$ cat src/rtl/riscv_defines.sv
// Shared core definitions used by the fetch stage: word width, fetch buffer
// depth, fetch FSM states and the buffered fetch entry layout.
package riscv_defines;

  localparam int unsigned WORD_WIDTH       = 32;
  localparam int unsigned FETCH_FIFO_DEPTH = 2;

  typedef enum logic [1:0] {
    IF_IDLE,
    IF_REQ,
    IF_WAIT
  } if_state_e;

  typedef struct packed {
    logic [WORD_WIDTH-1:0] instr;
    logic [WORD_WIDTH-1:0] pc;
  } fetch_entry_t;

  function automatic logic [WORD_WIDTH-1:0] word_align(input logic [WORD_WIDTH-1:0] addr);
    return {addr[WORD_WIDTH-1:2], 2'b00};
  endfunction

endpackage

$ cat src/rtl/fetch_fifo.sv
// Two-entry instruction buffer holding {instruction, pc}; flush dominates
// push and pop, and the head reads as zero while empty.
module fetch_fifo
  import riscv_defines::*;
(
  input  logic         clk,
  input  logic         rst_n,
  input  logic         push,
  input  logic         pop,
  input  logic         flush,
  input  fetch_entry_t push_data,
  output logic [1:0]   count,
  output fetch_entry_t head
);

  fetch_entry_t mem [2];
  logic         rd_ptr;
  logic         wr_ptr;
  logic         do_push;
  logic         do_pop;

  always_comb begin
    do_pop  = pop && (count != 2'd0);
    do_push = push && ((count != 2'd2) || do_pop);
    head    = (count != 2'd0) ? mem[rd_ptr] : '0;
  end

  always_ff @(posedge clk or negedge rst_n) begin
    if (!rst_n) begin
      for (int unsigned i = 0; i < 2; i++) begin
        mem[i] <= '0;
      end
      rd_ptr <= 1'b0;
      wr_ptr <= 1'b0;
      count  <= '0;
    end else if (flush) begin
      rd_ptr <= 1'b0;
      wr_ptr <= 1'b0;
      count  <= '0;
    end else begin
      if (do_push) begin
        mem[wr_ptr] <= push_data;
        wr_ptr      <= ~wr_ptr;
      end
      if (do_pop) begin
        rd_ptr <= ~rd_ptr;
      end
      count <= count + {1'b0, do_push} - {1'b0, do_pop};
    end
  end

endmodule

$ cat src/rtl/if_stage.sv
// Instruction fetch stage: owns the fetch PC, issues single-outstanding word
// requests, buffers responses and handles execute-stage redirects.
module if_stage
  import riscv_defines::*;
#(
  parameter logic [WORD_WIDTH-1:0] BOOT_ADDR  = 32'h0000_0000,
  parameter int unsigned           FIFO_DEPTH = FETCH_FIFO_DEPTH
) (
  input  logic                  clk,
  input  logic                  rst_n,
  input  logic                  fetch_enable_i,
  input  logic                  pc_branch_ctrl_i,
  input  logic [WORD_WIDTH-1:0] pc_branch_addr_i,
  output logic                  instr_req_o,
  output logic [WORD_WIDTH-1:0] instr_addr_o,
  input  logic                  instr_gnt_i,
  input  logic                  instr_rvalid_i,
  input  logic [WORD_WIDTH-1:0] instr_rdata_i,
  output logic                  instr_valid_o,
  output logic [WORD_WIDTH-1:0] instruction_o,
  output logic [WORD_WIDTH-1:0] program_count_o,
  input  logic                  id_ready_i
);

  localparam logic [1:0] DEPTH = 2'(FIFO_DEPTH);

  if_state_e             state, state_next;
  logic [WORD_WIDTH-1:0] pc, pc_next;
  logic [WORD_WIDTH-1:0] req_addr;
  logic                  discard, discard_next;
  logic [1:0]            count, count_next;
  logic                  rsp, push, pop, grant, space;
  fetch_entry_t          head;

  fetch_fifo u_fifo (
    .clk       (clk),
    .rst_n     (rst_n),
    .push      (push),
    .pop       (pop),
    .flush     (pc_branch_ctrl_i),
    .push_data ('{instr: instr_rdata_i, pc: req_addr}),
    .count     (count),
    .head      (head)
  );

  always_ff @(posedge clk or negedge rst_n) begin
    if (!rst_n) begin
      state <= IF_IDLE;
    end else begin
      state <= state_next;
    end
  end

  always_comb begin
    rsp          = (state == IF_WAIT) && instr_rvalid_i;
    push         = rsp && !discard && !pc_branch_ctrl_i;
    pop          = instr_valid_o && id_ready_i && !pc_branch_ctrl_i;
    grant        = (state == IF_REQ) && instr_gnt_i;
    count_next   = pc_branch_ctrl_i ? 2'd0 : count + {1'b0, push} - {1'b0, pop};
    space        = count_next < DEPTH;
    pc_next      = pc;
    discard_next = discard;
    state_next   = state;

    // A request redirected before its grant keeps its address; the PC already
    // holds the target, so the grant must not advance it.
    if (pc_branch_ctrl_i) begin
      pc_next = word_align(pc_branch_addr_i);
    end else if (grant && !discard) begin
      pc_next = pc + 32'd4;
    end

    if (rsp) begin
      discard_next = 1'b0;
    end
    if (pc_branch_ctrl_i && ((state == IF_REQ) || ((state == IF_WAIT) && !instr_rvalid_i))) begin
      discard_next = 1'b1;
    end

    unique case (state)
      IF_IDLE: if (fetch_enable_i && space) state_next = IF_REQ;
      IF_REQ:  if (instr_gnt_i) state_next = IF_WAIT;
      IF_WAIT: if (instr_rvalid_i) state_next = (fetch_enable_i && space) ? IF_REQ : IF_IDLE;
      default: state_next = IF_IDLE;
    endcase
  end

  always_ff @(posedge clk or negedge rst_n) begin
    if (!rst_n) begin
      pc       <= BOOT_ADDR;
      req_addr <= BOOT_ADDR;
      discard  <= 1'b0;
    end else begin
      pc      <= pc_next;
      discard <= discard_next;
      if ((state_next == IF_REQ) && (state != IF_REQ)) begin
        req_addr <= pc_next;
      end
    end
  end

  always_comb begin
    instr_req_o     = (state == IF_REQ);
    instr_addr_o    = req_addr;
    instr_valid_o   = (count != 2'd0);
    instruction_o   = head.instr;
    program_count_o = head.pc;
  end

endmodule

$ cat config.mk
export PLATFORM = sky130hd
export DESIGN_NAME = if_stage
export DESIGN_NICKNAME = d
export VERILOG_FILES = /design/src/rtl/riscv_defines.sv /design/src/rtl/fetch_fifo.sv /design/src/rtl/if_stage.sv
export SDC_FILE = /design/constraint.sdc
export NUM_CORES = 1
export LEC_CHECK = 0
export BUFFER_PORTS_ARGS = -buffer_cell sky130_fd_sc_hd__buf_2
export CAP_MARGIN = 10
export CORE_ASPECT_RATIO = 1.75
export CORE_UTILIZATION = 56
export CTS_CLUSTER_DIAMETER = 30
export DETAILED_ROUTE_END_ITERATION = 16
export PLACE_DENSITY = 0.87
export RECOVER_POWER = 100
export SYNTH_ARGS = -nofsm -noshare
export SYNTH_HDL_FRONTEND = slang
export SYNTH_SLANG_ARGS = --single-unit
export TNS_END_PERCENT = 10
$ cat constraint.sdc
create_clock -name clk -period 2.6 [get_ports clk]
set_input_delay 0 -clock clk [delete_from_list [all_inputs] [get_ports clk]]
set_output_delay 0 -clock clk [all_outputs]
set_load 0.01 [all_outputs]
==> flow_summary_export.csv <==
group,metric,value,unit
status,outcome,"finished, violations left",
status,violations,"capacitance limit, slew limit",
global_route,grt_use_total,0.2688,
timing,fin_tns_setup,0,ns
floorplanning,fp.dieW,99.47,µm
hold_path,min_path_type,"in2reg",
timing,maxClockFrequency,401.6,MHz
yosys,mappedNetlistArea,9310,µm²
floorplanning,dieArea,17170,µm²
yosys,synth-seq-cells,199,
finish,layout-drive-gt1-share,0.2747,
yosys,syn-instance-count,765,
worst_setup_path,cp.required,2.90,ns
power,vdd_ir_drop_max,0.6265,mV
finish,fillers,1147,
placed_design,dpl_cell_area,10460,µm²
yosys,synth.yosys.seq_area_share,0.5349,
power,pwr_density_cell,816.6,nW/µm²
global_route,overflow,0,
timing,finalCritPeriodShare,0.9576,
cts,clk_pin_slew,0.07,ns
route,drc_errors,0,
timing,setup_viol_count_final,0,
placed_design,gp_congestion,0.8731,
cts,clk_latency,0.43,ns
route,drtIter0Drc,384,
yosys,ys_async_sr_fraction,1.000,
timing,rsz0062_at_grt,"no",
power,pwr-share-clk,0.262,
power,p_seq_frac,0.492,
route,num_vias,6937,
worst_setup_path,cp-end-kind,"register",
floorplanning,start_util,0.5688,
yosys,synth_ff_type,"dfrtp_1",
global_route,antenna_found_initial,1,
route,ant_nets,0,
timing,relSlewSlack,-0.1435,
finish,final_cells,1226,
power,p_sw,3.001,mW
global_route,grt_max_degree,69,
placed_design,dp_hpwl,13930,µm
route,routedWlPerCell,18.26,µm
power,p_int,6.366,mW
floorplanning,die_height,172.6,µm
worst_setup_path,cp_max_fo,16,
finish,multi_input_area,4071,µm²
power,swShare,0.3204,
worst_setup_path,critPathLaunchType,"register",
power,p_leak,4.992,nW
worst_setup_path,setup.worst_path.class,"reg2reg",
finish,seqCellArea,4985,µm²
yosys,yosys_warnings,0,
run,maxCapViolations,1,
cts,htree_num_levels,4,
cts,clock_path_buffers,2,
yosys,syn_area_per_cell,12.17,µm²
cts,clkSinkCount,199,
yosys,synth.distinct_cells,48,
yosys,synth_nets,840,
finish,final_area,11470,µm²
cts,post_cts_buffers,0,
placed_design,portBuffers,166,
placed_design,placed_cells,1127,
power,power_frac_comb,0.246,
route,first_pass_iters,5,
timing,skew,0.01294,ns
global_route,grt_pass1_wl,35980,µm
finish,area_growth,23.21,%
cts,numCtsBuffers,17,
timing,worst_pin_slew,1.715,ns
global_route,first_global_vias,7319,
floorplanning,row_count,62,
cts,cts-root-buf,"clkbuf_16",
route,vias_per_cell,5.658,
timing,period_needed,2.490,ns
yosys,synth_edf_count,0,
cts,cts_tree,"yes",
timing,report.final.slew_viol_count,67,
timing,hold_viol_final,0,
floorplanning,ios,169,
finish,nets,1065,
route,wl,22390,µm
worst_setup_path,arrival,2.79,ns
floorplanning,coreArea,16370,µm²
==> area by class of cell <==
cell class / instances / area share
clock buffer: 17 / 0.03709
tap: 224 / 0.02443
timing repair buffer: 250 / 0.1350
clock inverter: 13 / 0.01014
antenna: 1 / 0.0002182
inverter: 11 / 0.003599
multi-input combinational: 511 / 0.3549
sequential: 199 / 0.4346
==> power by group through the flow <==
stage          Sequential (mW)  Combinational (mW)  Clock [mW]
6_report                  4.60                2.31        2.45
5_1_grt                   4.71                2.52        2.62
4_1_cts                   4.56                2.40        2.51
3_5_place_dp              4.62                2.29           0
3_3_place_gp              4.57                2.20           0
2_1_floorplan             4.49                1.48           0
==> per-stage QoR <==
| step | worst slack (ns) | total power [mW] | hold slack [ns] | utilization |
|---|---|---|---|---|
| after floorplan | 0.2138 | 5.975 | -0.2956 | - |
| after global placement | 0.1954 | 6.774 | 0.02884 | 0.6390 |
| after detailed placement | 0.1309 | 6.909 | 0.03247 | 0.6390 |
| after CTS | 0.09309 | 9.471 | 0.1286 | 0.7137 |
| after global routing | 0.03407 | 9.848 | 0.1434 | 0.7008 |
| final | 0.1101 | 9.367 | 0.1432 | 0.7008 |
==> cells in the final DEF (no fill, tap or decap), drive strengths merged, types with 3 or more instances in the layout <==
cell / synthesis / layout
nor3: 7 / 7
inv: 11 / 18
and4: 7 / 7
ha: 4 / 4
a311o: 3 / 3
dfrtp: 199 / 199
dlygate4sd3: 0 / 68
and2: 5 / 5
o21ai: 21 / 21
or3: 6 / 6
or4: 4 / 4
mux2: 158 / 158
nor2: 88 / 88
buf: 27 / 80
nand2: 26 / 26
nor4: 6 / 6
nand3: 17 / 17
clkbuf: 17 / 119
clkinvlp: 0 / 3
xor2: 8 / 8
nor2b: 8 / 8
mux2i: 65 / 65
nand4: 18 / 18
xnor2: 11 / 11
a31oi: 10 / 10
a221o: 3 / 3
and3: 10 / 10
o31ai: 5 / 5
clkinv: 0 / 3
==> cell usage after synthesis (all sizes together), types with 3 or more instances <==
master | n | share of area
nand4 | 18 | 0.013
nor3 | 7 | 0.0038
o21ai | 21 | 0.011
nor2b | 8 | 0.0054
nand3 | 17 | 0.0097
o31ai | 5 | 0.0040
mux2 | 158 | 0.19
buf | 27 | 0.016
dfrtp | 199 | 0.53
xor2 | 8 | 0.0075
mux2i | 65 | 0.070
clkbuf | 17 | 0.0069
nand2 | 26 | 0.010
and2 | 5 | 0.0034
and3 | 10 | 0.0067
a311o | 3 | 0.0032
a31oi | 10 | 0.0067
a221o | 3 | 0.0032
and4 | 7 | 0.0066
nor2 | 88 | 0.036
xnor2 | 11 | 0.010
ha | 4 | 0.0054
or3 | 6 | 0.0040
inv | 11 | 0.0044
nor4 | 6 | 0.0047
or4 | 4 | 0.0032
==> state kept, by name, summed over array words and instances (netlist names) <==
signal         count
u_fifo.mem       128
pc                32
u_fifo.rd_ptr      1
discard            1
state              2
instr_addr_o      32
u_fifo.wr_ptr      1
u_fifo.count       2
==> path summary, 6_finish.rpt <==
| check | start | cells after the start | to | slack [ns] |
|---|---|---|---|---|
| max in group asynchronous | rst_n | 3 | u_fifo.rd_ptr | 0.91 |
| max reg2reg | u_fifo.count[1] | 9 | instr_addr_o[26] | 0.11 |
| max | u_fifo.count[1] | 9 | instr_addr_o[26] | 0.11 |
| min reg2reg | u_fifo.mem[75] | 1 | u_fifo.mem[75] | 0.51 |
| min in group asynchronous | rst_n | 2 | u_fifo.mem[60] | 0.54 |
| min | fetch_enable_i | 4 | state[0] | 0.14 |
==> logic make-up after synthesis <==
logic type	Yosys count	share of synthesized area
muxes	223	0.2610
and+or+nand+nor	211	0.1157
DFF	199	0.5349
buffers and inverters	55	0.02701
AOI/OAI and AO/OA	54	0.03817
xor gates and xnor gates	19	0.01787
adders and majority gates	4	0.005376
==> critical path, cell delays in order, from the launching register on <==
cell     delay [ns]
dfrtp_2        0.45
nor2_4         0.09
inv_1          0.05
nand2_1        0.11
nor2_1         0.07
ha_1           0.28
or4_1          0.53
nand3_2        0.15
buf_4          0.26
mux2_2         0.36
==> repair_timing <==
action | in CTS | in global routing
hold buffers | 68 | 0
gates resized for setup | 0 | 1
hold endpoints to repair | 183 | 0
setup endpoints to repair | 0 | 3
==> per-layer routing <==
metal | track usage | part of all wire | vias to the layer above
met2 | 0.5006 | 0.55 | 208
met1 | 0.2906 | 0.38 | 3503
met5 | 0 | 0 | -
met4 | 0.1250 | 0.031 | 0
li1 | - | - | 3180
met3 | 0.04446 | 0.036 | 46
(Power assumes the default switching activity.)
